`src/rtl/id_ex_hazard_reg.sv`:
```
// id_ex_hazard_reg: ID/EX pipeline register with load-use hazard detection.
// Captures the decoder control word and the ID-stage operands. It inserts a
// bubble (control word zeroed) on a flush, on a flush deferred by hold, or on a
// load-use hazard. It also drives the stall to the PC / IF-ID stage.
// Optional build macro HAZ_CNT_EN adds saturating stall_cnt / flush_cnt outputs.
module id_ex_hazard_reg #(
   parameter int DATA_W = 32,
   parameter int CTRL_W = 12
) (
   input  logic              clk,
   input  logic              rst_n,
   input  logic [CTRL_W-1:0] ctrl_in,
   input  logic [DATA_W-1:0] id_pc4,
   input  logic [DATA_W-1:0] id_rd1,
   input  logic [DATA_W-1:0] id_rd2,
   input  logic [DATA_W-1:0] id_imm,
   input  logic [4:0]        id_rs,
   input  logic [4:0]        id_rt,
   input  logic [4:0]        id_rd,
   input  logic              flush,
   input  logic              hold,
   output logic              stall,
   output logic [CTRL_W-1:0] ex_ctrl,
   output logic [DATA_W-1:0] ex_pc4,
   output logic [DATA_W-1:0] ex_rd1,
   output logic [DATA_W-1:0] ex_rd2,
   output logic [DATA_W-1:0] ex_imm,
   output logic [4:0]        ex_rs,
   output logic [4:0]        ex_rt,
   output logic [4:0]        ex_rd
`ifdef HAZ_CNT_EN
   ,
   output logic [15:0]       stall_cnt,
   output logic [15:0]       flush_cnt
`endif
);

   // Bit positions inside the control word. RegDst is the MSB. The other
   // fields follow in decoder order.
   localparam int B_REG_DST   = CTRL_W - 1;
   localparam int B_MEM_READ  = CTRL_W - 5;
   localparam int B_MEM_WRITE = CTRL_W - 6;
   localparam int B_BRANCH    = CTRL_W - 7;
   localparam int B_BRANCH1   = CTRL_W - 8;

   logic              flush_pend;
   logic [CTRL_W-1:0] ctrl_clean;
   logic              uses_rt;
   logic              hazard;
   logic              load_en;
   logic              bubble_flush;
   logic              bubble_haz;
   logic [CTRL_W-1:0] ctrl_next;

   // An undriven or unknown decoder bit must never enable an architectural
   // action. Only a definite 1 passes through.
   generate
      for (genvar gi = 0; gi < CTRL_W; gi++) begin : g_clean
         assign ctrl_clean[gi] = (ctrl_in[gi] === 1'b1);
      end
   endgenerate

   // Detect a load in EX whose destination feeds an operand of the ID instruction.
   always_comb begin
      uses_rt = ctrl_clean[B_REG_DST]  | ctrl_clean[B_MEM_WRITE] |
                ctrl_clean[B_BRANCH]   | ctrl_clean[B_BRANCH1];
      hazard  = ex_ctrl[B_MEM_READ] && (ex_rt != 5'd0) &&
                ((ex_rt == id_rs) || (uses_rt && (ex_rt == id_rt)));
      // A flush squashes the consumer anyway, and a hold freezes everything,
      // so neither case needs the front end held back.
      stall   = rst_n & hazard & ~flush & ~hold;
   end

   // Select what enters EX on the next edge. A flush outranks a hazard bubble.
   always_comb begin
      load_en      = rst_n & ~hold;
      bubble_flush = load_en & (flush | flush_pend);
      bubble_haz   = load_en & ~(flush | flush_pend) & hazard;
      ctrl_next    = (bubble_flush || bubble_haz) ? '0 : ctrl_clean;
   end

   // Control word and deferred flush. A flush seen during hold is remembered
   // and applied on the first free edge.
   always_ff @(posedge clk) begin
      if (!rst_n) begin
         ex_ctrl    <= '0;
         flush_pend <= 1'b0;
      end else if (hold) begin
         if (flush) begin
            flush_pend <= 1'b1;
         end
      end else begin
         ex_ctrl    <= ctrl_next;
         flush_pend <= 1'b0;
      end
   end

   // Operand capture. A bubble still loads the operands, because a zeroed
   // control word makes them harmless.
   always_ff @(posedge clk) begin
      if (!rst_n) begin
         ex_pc4 <= '0;
         ex_rd1 <= '0;
         ex_rd2 <= '0;
         ex_imm <= '0;
         ex_rs  <= '0;
         ex_rt  <= '0;
         ex_rd  <= '0;
      end else if (load_en) begin
         ex_pc4 <= id_pc4;
         ex_rd1 <= id_rd1;
         ex_rd2 <= id_rd2;
         ex_imm <= id_imm;
         ex_rs  <= id_rs;
         ex_rt  <= id_rt;
         ex_rd  <= id_rd;
      end
   end

`ifdef HAZ_CNT_EN
   // Saturating bubble counters. They are frozen along with the register during hold.
   always_ff @(posedge clk) begin
      if (!rst_n) begin
         stall_cnt <= '0;
         flush_cnt <= '0;
      end else begin
         if (bubble_haz && (stall_cnt != 16'hFFFF)) begin
            stall_cnt <= stall_cnt + 16'd1;
         end
         if (bubble_flush && (flush_cnt != 16'hFFFF)) begin
            flush_cnt <= flush_cnt + 16'd1;
         end
      end
   end
`endif

endmodule

```
`config.mk`:
```
export PLATFORM = sky130hd
export DESIGN_NAME = id_ex_hazard_reg
export DESIGN_NICKNAME = d
export VERILOG_FILES = /design/src/rtl/id_ex_hazard_reg.sv
export SDC_FILE = /design/constraint.sdc
export NUM_CORES = 1
export LEC_CHECK = 0
export ABC_AREA = 0
export BUFFER_PORTS_ARGS = -buffer_cell sky130_fd_sc_hd__buf_2
export CAP_MARGIN = 20
export CORE_ASPECT_RATIO = 0.5
export CORE_UTILIZATION = 30
export DETAILED_ROUTE_END_ITERATION = 6
export GPL_TIMING_DRIVEN = 0
export PLACE_DENSITY_LB_ADDON = 0.08
export SETUP_SLACK_MARGIN = 0.3
export SLEW_MARGIN = 15
export SYNTH_ARGS = -nofsm -noshare
export SYNTH_HDL_FRONTEND = slang
export SYNTH_SLANG_ARGS = --single-unit
```
`constraint.sdc`:
```
create_clock -name clk -period 1.6 [get_ports clk]
set_input_delay 0.24 -clock clk [delete_from_list [all_inputs] [get_ports clk]]
set_output_delay 0.24 -clock clk [all_outputs]
set_load 0.005 [all_outputs]
```
==> flow_results.org, run 1 <==
** Status
- The run finished, with violations left.
- The final reports fail on setup timing.

** Floorplanning
- Starting density of the core :: 30.7%
- The die is 202 um wide.
- The floorplan step defined a core boundary enclosing 19500 um^2.
- From bottom edge to top edge, the die measures 102 um.
- Cell Rows :: 36
- Total Die Area :: 20600 um^2
- Number of ports placed on the die boundary :: 315

** Route
- Across all layers, the routed design uses 4825 vias.
- In the routed layout, each cell is associated on average with a via count of 4.20.
- Number of design rule violations left after detail routing :: 0
- DR WL/cell :: 14.3 um
- Sum of routed wire length over all layers :: 16400 um
- Remaining antenna violation count after routing :: 0
- In this run, the number of DRC markers left after iteration 0 of detailed routing was 136.
- DRT Pass-1 Iters :: 4

** Power and ir drop
- Overall power consumption after layout is estimated at 9.47 mW.
- Power density of the placed cells :: 1100 nW/um^2
- Summed over all cells, the static leakage comes to 4.31 nW.
- Worst IR Drop VDD :: 0.000759 V

** Setup path
- For the worst setup path, the data arrival time is 1740 ps.
- For the worst setup path, the data required time is 1360 ps.
- The worst setup path is of the reg -> out kind.
- Maximum net fanout on the critical path :: 3
- CP startpoint kind :: register
- STA classifies the critical path endpoint as a primary output.

** Flow run
- Across the run, the number of max-cap violations was 0.

** Timing
- Maximum clock frequency :: 505 MHz
- The final hold violation count was 0.
- Accumulated negative setup slack :: -379 ps
- Crit path time final :: 1980 ps
- Transition time of the tightest slew-check pin :: 434 ps
- Headroom to the max-slew limit came out at 71.0%.
- Maximum clock skew at final layout :: 9.69 ps
- Setup violations remaining at the end of the flow were counted as 1.
- RSZ-0062 raised after global routing :: true
- Max-slew violation count :: 0
- Final worst path period share :: 124%
- Hold timing on the final database bottoms out at a slack of 64.2 ps.
- Worst path setup slack after routing :: -379 ps

** Synth
- Post-synth net total :: 696
- After synthesis, the netlist uses 22 different library cells.
- In this run, synthesis produced a sequential element count of 156.
- Of the synthesized area, sequential elements account for 52.0%.
- A synthesized cell averages 11.2 um^2.
- The Yosys step of the flow raised 0 warnings.
- The cell count after synthesis came out at 537.
- Summing every instance area after synthesis gives 6010 um^2.

** Placement
- I/O Buffers :: 312
- Post-placement cell area :: 7910 um^2
- Routability-driven placement finished with a final weighted congestion of 0.716.
- The wire-length estimate of the detail-placed layout is 12200 um.

** GRT
- Overall Global Routing Usage :: 15.3%
- The number of global-route vias before repair is 4537.
- Pin count of the biggest net entering global routing :: 17
- The number of antenna violations at the first check in global routing came to 1.
- First-pass GRT wire length :: 24300 um
- Global routing finished with a remaining overflow of 0.

** Min path
- Worst hold path class :: in -> reg

** Layout
- Share of cells above drive strength 1 :: 43.1%
- At the end of the flow the core is filled with cells to 44.0%.
- Commonest non-fill, non-tap cells in the layout :: sky130_fd_sc_hd__buf_2 (331), sky130_fd_sc_hd__dfxtp_1 (151), sky130_fd_sc_hd__mux2i_1 (143), sky130_fd_sc_hd__nor2b_1 (143), sky130_fd_sc_hd__clkbuf_16 (17)
- N_diodes :: 0
- Area overhead of the layout relative to synthesis :: 43.2%
- Count of nets after finishing :: 1033
- Final Cell Area :: 8600 um^2
- The library cell used most frequently in the layout, excluding fill and tap cells, is sky130_fd_sc_hd__buf_2.

** Clocking
- CTS max path bufs :: 2
- In this run, CTS created clock tree buffers numbering 17.
- At the later pin of the worst-skew pair, clock insertion delay measures 420 ps.
- Hold buffers post-CTS :: 0
- Clock tree synthesis selected as its root buffer the cell sky130_fd_sc_hd__clkbuf_16.
- The H-tree generated during clock tree synthesis spans 4 levels.
- TritonCTS built the clock tree.
- Clock net sink count :: 156
- Clock-pin slew was measured on the worst setup and hold paths at 60 ps.
## cell usage after synthesis (all sizes together)
cell / count / area, um^2
o22ai: 1 / 6.26
nor4b: 1 / 8.76
o21ai: 13 / 68.8
or4: 1 / 7.51
o21a: 1 / 7.51
nand2b: 1 / 6.26
nor3: 1 / 16.3
nor2b: 143 / 895
a32oi: 12 / 105
nand3: 1 / 5.00
mux2i: 143 / 1430
and2: 1 / 6.26
dfxtp: 156 / 3120
nand4: 1 / 6.26
o41ai: 1 / 8.76
nand2: 13 / 48.8
buf: 20 / 106
clkbuf: 17 / 63.8
xnor2: 10 / 87.6
## timing repair
item                                    4_1_cts  5_1_grt
gates resized for setup                      10        7
endpoints found under the setup margin       14       51
gates cloned                                  0        0
pin swaps                                     4        3
buffers inserted                              6        0
## registers in the layout (all words and copies together) (netlist names)
name	flops
ex_ctrl	12
ex_imm	32
ex_pc4	32
ex_rd	5
ex_rd1	32
ex_rd2	32
ex_rs	5
ex_rt	5
flush_pend	1
## worst paths after layout
check                                start           to  slack (ps)  cells after the start
worst max-delay path              ex_rt[2]        stall        -380                      5
worst min-delay path            ctrl_in[9]   ex_ctrl[9]          60                      3
worst max register to register    ex_rt[2]  ex_ctrl[10]          20                      6
worst min register to register  ex_ctrl[0]   ex_ctrl[0]         480                      2
## layout make-up
type                            instances  area (um^2)
Clock inverter                          7          118
Timing Repair Buffer                  318         1610
Multi-Input combinational cell        344         2760
Tap cell                              266          333
Clock buffer                           20          467
Fill cell                            1984        10900
Buffer                                 37          173
Sequential cell                       156         3140
## metrics by stage
step	setup slack, ps	instances
3_3_place_gp	-161	1115
4_1_cts	-428	1148
6_report	-379	1148
5_1_grt	-458	1148
3_5_place_dp	-153	1115
2_1_floorplan	116	537
## worst max-delay path: stages, from the launching register on
cell,delay (ps)
sky130_fd_sc_hd__dfxtp_4,350
sky130_fd_sc_hd__or4_4,540
sky130_fd_sc_hd__o21ai_4,160
sky130_fd_sc_hd__buf_6,120
sky130_fd_sc_hd__nor4b_2,30
sky130_fd_sc_hd__buf_2,140
## metal layers
layer / vias to the layer above / global-route usage, % / wire length, um
li1: 2475 / - / -
met5: - / 0 / 0
met3: 14 / 5.20 / 1070
met2: 134 / 24.9 / 7770
met4: 0 / 5.03 / 110
met1: 2202 / 19.2 / 7440
## logic make-up after synthesis
logic type	count (synthesis)	synth area share, %
xor gates and xnor gates	10	1.46
buffers and inverters	37	2.83
AOI/OAI and AO/OA	28	3.27
muxes	143	23.8
and+or+nand+nor	163	16.6
DFF	156	52.0
## power breakdown
group	total, mW	switching, mW	internal (mW)
Combinational	1.15	0.516	0.632
Sequential	4.24	0.120	4.12
Clock	4.08	1.55	2.53
No activity file was read; power rests on OpenSTA's default activity.
==> run 2, diff against run 1 <==
- clock period: 1.6 -> 1.95 ns (I/O delays scaled with it)
==> run 2 against run 1 <==
Net effect: the flow finishes with violations (DRC, setup timing); largest power group is now clock; clock-buffer cell count rose by 3; sequential power fell by 18%; final area barely moved; power fell by 16%; die area did not move.
==> flow_results.org, run 2 (synthesis gave the netlist of run 1 again) <==
** Setup path
- STA classifies the critical path endpoint as a primary output.
- CP startpoint kind :: register
- Number of cells traversed by the worst register-to-register path :: 7 (+1)
- The critical path arrival is 1780 ps (+40 ps).
- The required time of the worst setup path came to 1660 ps (+300 ps).
- Startpoint-to-endpoint class of the critical path :: reg -> out
- The largest fanout on the critical path is 3 (unchanged).

** Layout
- Commonest non-fill, non-tap cells in the layout :: sky130_fd_sc_hd__buf_2 (331), sky130_fd_sc_hd__dfxtp_1 (151), sky130_fd_sc_hd__mux2i_1 (143), sky130_fd_sc_hd__nor2b_1 (143), sky130_fd_sc_hd__clkbuf_1 (20)
- The register area was 3140 um^2 (unchanged).
- The share of layout cells above drive strength 1 came to 42.4% (-0.65 points).
- The post-route non-filler standard cell count was 1153 (+0.44%).
- Filler cells :: 1973 (-0.55%)
- The relative area change from synthesis to final layout is 43.2% (about the same).
- The library cell used most frequently in the layout, excluding fill and tap cells, is sky130_fd_sc_hd__buf_2.
- Area of combinational cells with multiple inputs :: 2750 um^2 (-0.50%)
- The final layout net count came to 1033 (unchanged).

** Timing
- Setup repair after global routing could not meet its margin everywhere.
- The transition at the pin with the smallest max-transition slack is 652 ps (+218 ps).
- Final worst path period share :: 106%
- Max transition margin :: 56.5% (-15 points)
- Final Setup Violations :: 1 (unchanged)
- The worst setup skew after layout is 4.60 ps (-5.10 ps).
- The final worst-path setup slack is -123 ps (+256 ps).
- The routed design could run at a clock period as short as 2070 ps.
- The count of final max-slew check failures was 0 (unchanged).
- The sum of negative setup slack is -123 ps (+256 ps).
- Final-report hold violation count :: 0 (unchanged)
- Maximum clock frequency :: 482 MHz

** Floorplanning
- The vertical extent of the die came to 102 um (unchanged).
- Horizontal die dimension :: 202 um (unchanged)
- The initial core utilization was 30.7% (unchanged).
- The number of rows created at floorplan was 36 (unchanged).
- Number of ports placed on the die boundary :: 315 (unchanged)
- Total Die Area :: 20600 um^2 (unchanged)
- The area of the placeable core was 19500 um^2 (unchanged).

** Power and ir drop
- Pleak :: 4.31 nW (+0.17%)
- Net Switching :: 1.83 mW (-17%)
- Internal power :: 6.09 mW (-16%)
- The areal power density over the cells was 920 nW/um^2 (-16%).
- Switching Fraction :: 23.1% (-0.028 points)
- Sequential fraction of design power :: 44.0% (-0.8 points)
- Worst IR Drop VDD :: 0.000577 V (-24%)
- The clock share of power was 44.2% (+1.1 points).
- Relative contribution of combinational cells to total power :: 11.8% (-0.3 points)
- Power, Total :: 7.92 mW (-16%)

** Clocking
- The clock latency reported for the late side of the worst-skew pair came to 430 ps (about the same).
- The number of buffers added by the clock tree synthesis step is 17 (unchanged).
- The number of H-tree levels came to 4 (unchanged).
- Clock tree from TritonCTS :: done
- Clock transition at the register clock pins on the worst setup and hold paths after CTS :: 60 ps (about the same)
- The hold buffer count at cts came to 0 (unchanged).
- The total number of clock tree sinks was 156 (unchanged).
- The cell sitting at the root of the clock tree is a sky130_fd_sc_hd__clkbuf_16.
- CTS max path bufs :: 2 (unchanged)

** GRT
- Via count of the first global-routing pass :: 4691 (+3.4%)
- First-pass GRT wire length :: 25200 um (+3.6%)
- The aggregate global routing overflow is 0 (unchanged).
- Overall Global Routing Usage :: 16.0% (+0.68 points)
- Initial antenna violation count :: 1 (unchanged)
- The pin count of the biggest net entering global routing came to 17 (unchanged).

** Placement
- The global placer's final weighted congestion is 0.685 (-4.3%).
- Dpl cells :: 1115 (unchanged)
- I/O Buffers :: 312 (unchanged)
- Sum of net half-perimeters after detailed placement :: 12300 um (+0.52%)
- The setup slack after placement is 132 ps (+285 ps).

** Route
- Number of design rule violations left after detail routing :: 2 (+2)
- Number of design-rule violations left by the first detailed-router iteration :: 126 (-7.4%)
- Number of vias in the routed layout :: 4852 (+0.56%)
- The routed wire length was 16700 um (+1.7%).
- The post-detailed-route via-to-cell ratio was 4.21 (+0.12%).
- DRT Pass-1 Iters :: 7 (+3)
- Remaining antenna violation count after routing :: 0 (unchanged)
- DR WL/cell :: 14.5 um (+1.2%)

** Min path
- Worst hold path class :: in -> reg
- Min-Delay Path Depth :: 3 (unchanged)

** Status
- Violated checks :: DRC, setup timing
- Run status :: complete, but fails checks

** Flow run
- The max-cap check violation count came to 0 (unchanged).
## run 2: what timing repair did
item / 4_1_cts / 5_1_grt
endpoints found under the setup margin: 11 / 11
buffers inserted: 5 / 1
gates resized for setup: 11 / 4
pin swaps: 4 / 2
## run 2: critical path: stages, from the launching register on
cell,delay (ps)
sky130_fd_sc_hd__dfxtp_4,350
sky130_fd_sc_hd__or4_4,540
sky130_fd_sc_hd__o21ai_4,170
sky130_fd_sc_hd__buf_6,130
sky130_fd_sc_hd__nor4b_4,30
sky130_fd_sc_hd__buf_2,140
## run 2: per-stage QoR
step	utilization, %	area [um^2]	hold WS [ps]
2_1_floorplan	-	6010	403
3_3_place_gp	40.4	7900	448
3_5_place_dp	40.4	7900	457
4_1_cts	43.9	8580	86.7
5_1_grt	44.0	8600	94.5
6_report	44.0	8610	113
## run 2: final cells by class
type,instances,share of cell area [%]
Antenna cell,1,0.0291
Buffer,37,1.99
Clock buffer,23,5.44
Clock inverter,8,1.63
Multi-Input combinational cell,344,31.9
Sequential cell,156,36.4
Tap cell,266,3.87
Timing Repair Buffer,318,18.7
## run 2: power groups by stage
stage	clock, mW	sequential, mW	combinational [mW]
floorplan	0	3.57	0.446
global placement	0	3.54	0.922
detailed placement	0	3.55	0.931
CTS	3.62	3.48	0.951
global route	3.75	3.51	1.04
finish	3.50	3.48	0.936
## run 2: worst paths after layout
kind	from	end	slack, ps
max	ex_rt[2]	stall	-120
min reg2reg	ex_ctrl[2]	ex_ctrl[2]	470
min	ctrl_in[8]	ex_ctrl[8]	110
max reg2reg	ex_rt[2]	ex_ctrl[1]	340
## run 2: per-layer routing
metal	part of all wire, %	up-vias	global-route usage (%)	wire [um]
met4	1.3	0	6.02	215
met5	0	-	0	0
li1	-	2486	-	-
met2	48	128	26.3	7960
met1	44	2225	18.8	7290
met3	7.3	13	6.57	1210
==> run 3, diff against run 2 <==
- PLACE_DENSITY_LB_ADDON: 0.08 -> 0.3
- SLEW_MARGIN: 15 -> 20
==> run 3 against run 2 <==
Net effect: final area down 0.87%; worst setup slack better by 38 ps; critical endpoint unchanged; critical path type unchanged; the run ends with setup timing left; critical path depth unchanged; die area unchanged; power down 4.3%; highest routed layer unchanged; utilization down 0.38 points.
==> flow_results.org, run 3 (synthesis gave the netlist of run 1 again) <==
** Layout
- Commonest non-fill, non-tap cells in the layout :: sky130_fd_sc_hd__buf_2 (331), sky130_fd_sc_hd__dfxtp_1 (151), sky130_fd_sc_hd__mux2i_1 (143), sky130_fd_sc_hd__nor2b_1 (143), sky130_fd_sc_hd__clkbuf_16 (17)
- The final layout net count came to 1031 (-0.19%).
- The final non-filler cell area was 8530 um^2 (-0.87%).
- The share of layout cells above drive strength 1 was 42.7% (+0.27 points).
- The area growth from synthesis to layout is 42.0%.
- Most common library cell in the layout ignoring fill and taps :: sky130_fd_sc_hd__buf_2
- The count of filler cells inserted in the layout is 1952 (-1.1%).

** Clocking
- Number of CTS-inserted buffers :: 17 (unchanged)
- Clock root buffer :: sky130_fd_sc_hd__clkbuf_16
- CTS max path bufs :: 2 (unchanged)
- The CTS clock-pin slew for the worst setup and hold paths came to 70 ps (about the same).
- The total number of clock tree sinks came to 156 (unchanged).
- TritonCTS built the clock tree.
- The number of H-tree levels is 4 (unchanged).
- Hold buffers post-CTS :: 0 (unchanged)
- The clock latency reported for the late side of the worst-skew pair came to 410 ps (-20 ps).

** Power and ir drop
- Pleak :: 4.26 nW (-1.3%)
- The sum of internal, switching and leakage power came to 7.57 mW (-4.3%).
- The worst IR drop on VDD is 0.000542 V (-6.0%).
- Power density of the placed cells :: 888 nW/um^2 (-3.5%)

** Timing
- Max-slew violation count :: 0 (unchanged)
- The minimum clock period was 2030 ps (-38.4 ps).
- The ratio of final minimum period to clock period is 104% (-2.0 points).
- Final Setup Violations :: 1 (unchanged)
- Worst path setup slack after routing :: -84.5 ps (+38.4 ps)
- RSZ-0062 raised after global routing :: true
- Maximum clock frequency :: 492 MHz (+1.9%)
- Max transition margin :: 59.4% (+2.9 points)
- Maximum clock skew at final layout :: 7.58 ps (+2.98 ps)
- The transition at the pin with the smallest max-transition slack is 608 ps (-44.1 ps).
- The final hold violation count was 0 (unchanged).

** Status
- The checks that failed: setup timing.
- The flow ran to the end, but the final reports show violations.

** Setup path
- The critical path in this run is classified as reg -> out.
- The largest fanout on the critical path was 3 (unchanged).
- The slowest stage of the critical path belongs to the cell sky130_fd_sc_hd__or4_4.
- The delay of the slowest critical-path stage was 550 ps (about the same).
- The required time of the worst setup path is 1660 ps (about the same).
- CP startpoint kind :: register
- The number of cells traversed by the worst register-to-register path came to 6 (-1).
- The signal on the critical path passes through or4_4 -> o21ai_4 -> buf_6 -> nor4b_1 -> buf_2.
- Data arrival, critical path :: 1740 ps (-40 ps)
- The worst setup path is captured at a primary output.

** Route
- The routed wirelength normalized by instance count is 14.0 um (-3.0%).
- The final routed DRC violation total came to 0 (-2).
- Number of vias in the routed layout :: 4902 (+1.0%)
- Sum of routed wire length over all layers :: 16200 um (-2.9%)
- Number of design-rule violations left by the first detailed-router iteration :: 146 (+16%)
- Remaining antenna violation count after routing :: 0 (unchanged)
- Post-DR vias/cell :: 4.25 (+0.94%)
- DRT Pass-1 Iters :: 4 (-3)

** Floorplanning
- The die extent in x was 202 um (unchanged).
- The die area came to 20600 um^2 (unchanged).
- Cell Rows :: 36 (unchanged)
- The initial core utilization was 30.7% (unchanged).
- Number of ports placed on the die boundary :: 315 (unchanged)
- Die height :: 102 um (unchanged)
- The area of the placeable core came to 19500 um^2 (unchanged).

** GRT
- The number of antenna violations at the first check in global routing is 3 (+2).
- The number of global-route vias before repair was 4561 (-2.8%).
- The wire length of the first global-routing pass is 23600 um (-6.1%).
- Pin count of the biggest net entering global routing :: 17 (unchanged)
- The total global routing track utilization came to 14.6% (-1.3 points).
- Remaining global-route overflow :: 0 (unchanged)

** Placement
- The post-DP HPWL came to 12200 um (-1.2%).
- The placed standard-cell area came to 7900 um^2 (unchanged).
- Final weighted congestion in routability-driven placement :: 0.777 (+13%)
- The number of input and output port buffers inserted came to 312 (unchanged).

** Min path
- Worst hold path class :: in -> reg
- The worst hold path cell count is 3 (unchanged).

** Flow run
- The max-cap check violation count was 0 (unchanged).
run 3: cell count changes in the layout (fill, tap and decap cells not counted), sizes merged:
cell      previous run  this run
buf                338       336
clkbuf              40        36
clkinvlp             0         5
inv                  0         6
diode                1         3
clkinv               4         2
bufinv               4         0
run 3: repair_timing:
item | 4_1_cts | 5_1_grt
endpoints found under the setup margin | 11 | 11
resized for setup | 10 | 2
pin swaps | 3 | 2
buffers inserted | 3 | 1
run 3: power breakdown:
group | internal, mW | switching, mW | total, mW
clock network | 1.73 | 1.43 | 3.16
logic | 0.509 | 0.421 | 0.930
registers | 3.38 | 0.101 | 3.48
run 3: worst paths after layout:
check	startpoint	to	slack [ps]
worst max-delay path	ex_rt[2]	stall	-80
worst max register to register	ex_rt[2]	ex_ctrl[2]	360
worst min-delay path	id_rd2[2]	ex_rd2[2]	130
worst min register to register	ex_ctrl[5]	ex_ctrl[5]	470
run 3: per-stage QoR:
step	worst slack (ps)	util, %	TNS, ps	instances	hold slack (ps)
2_1_floorplan	393	-	0	537	403
3_3_place_gp	157	40.4	0	1115	447
3_5_place_dp	165	40.4	0	1115	455
4_1_cts	-129	43.6	-129	1150	109
5_1_grt	-143	43.6	-143	1153	118
6_report	-84.5	43.6	-84.5	1154	131
run 3: per-layer routing:
layer	up-vias	GRT usage (%)	share of wire, %
met2	108	26.5	52
met3	16	3.06	3.7
li1	2481	-	-
met1	2297	17.2	43
met4	0	5.78	1.6
met5	-	0	0
run 3: final cells by class:
| class | count | area [um^2] | area share, % |
|---|---|---|---|
| sequential | 156 | 3130 | 36.7 |
| multi-input combinational | 344 | 2730 | 32.0 |
| clock buffer | 19 | 453 | 5.31 |
| clock inverter | 13 | 108 | 1.26 |
| antenna | 3 | 7.51 | 0.0880 |
| timing repair buffer | 316 | 1590 | 18.7 |
| tap | 266 | 333 | 3.90 |
| buffer | 37 | 171 | 2.01 |
run 3: worst max-delay path: cells and delay by family, from the launching register on:
| kind | cells | cell delay (ps) |
|---|---|---|
| compound gates | 1 | 150 |
| flops | 1 | 350 |
| simple gates | 2 | 590 |
| buf+inv | 2 | 240 |
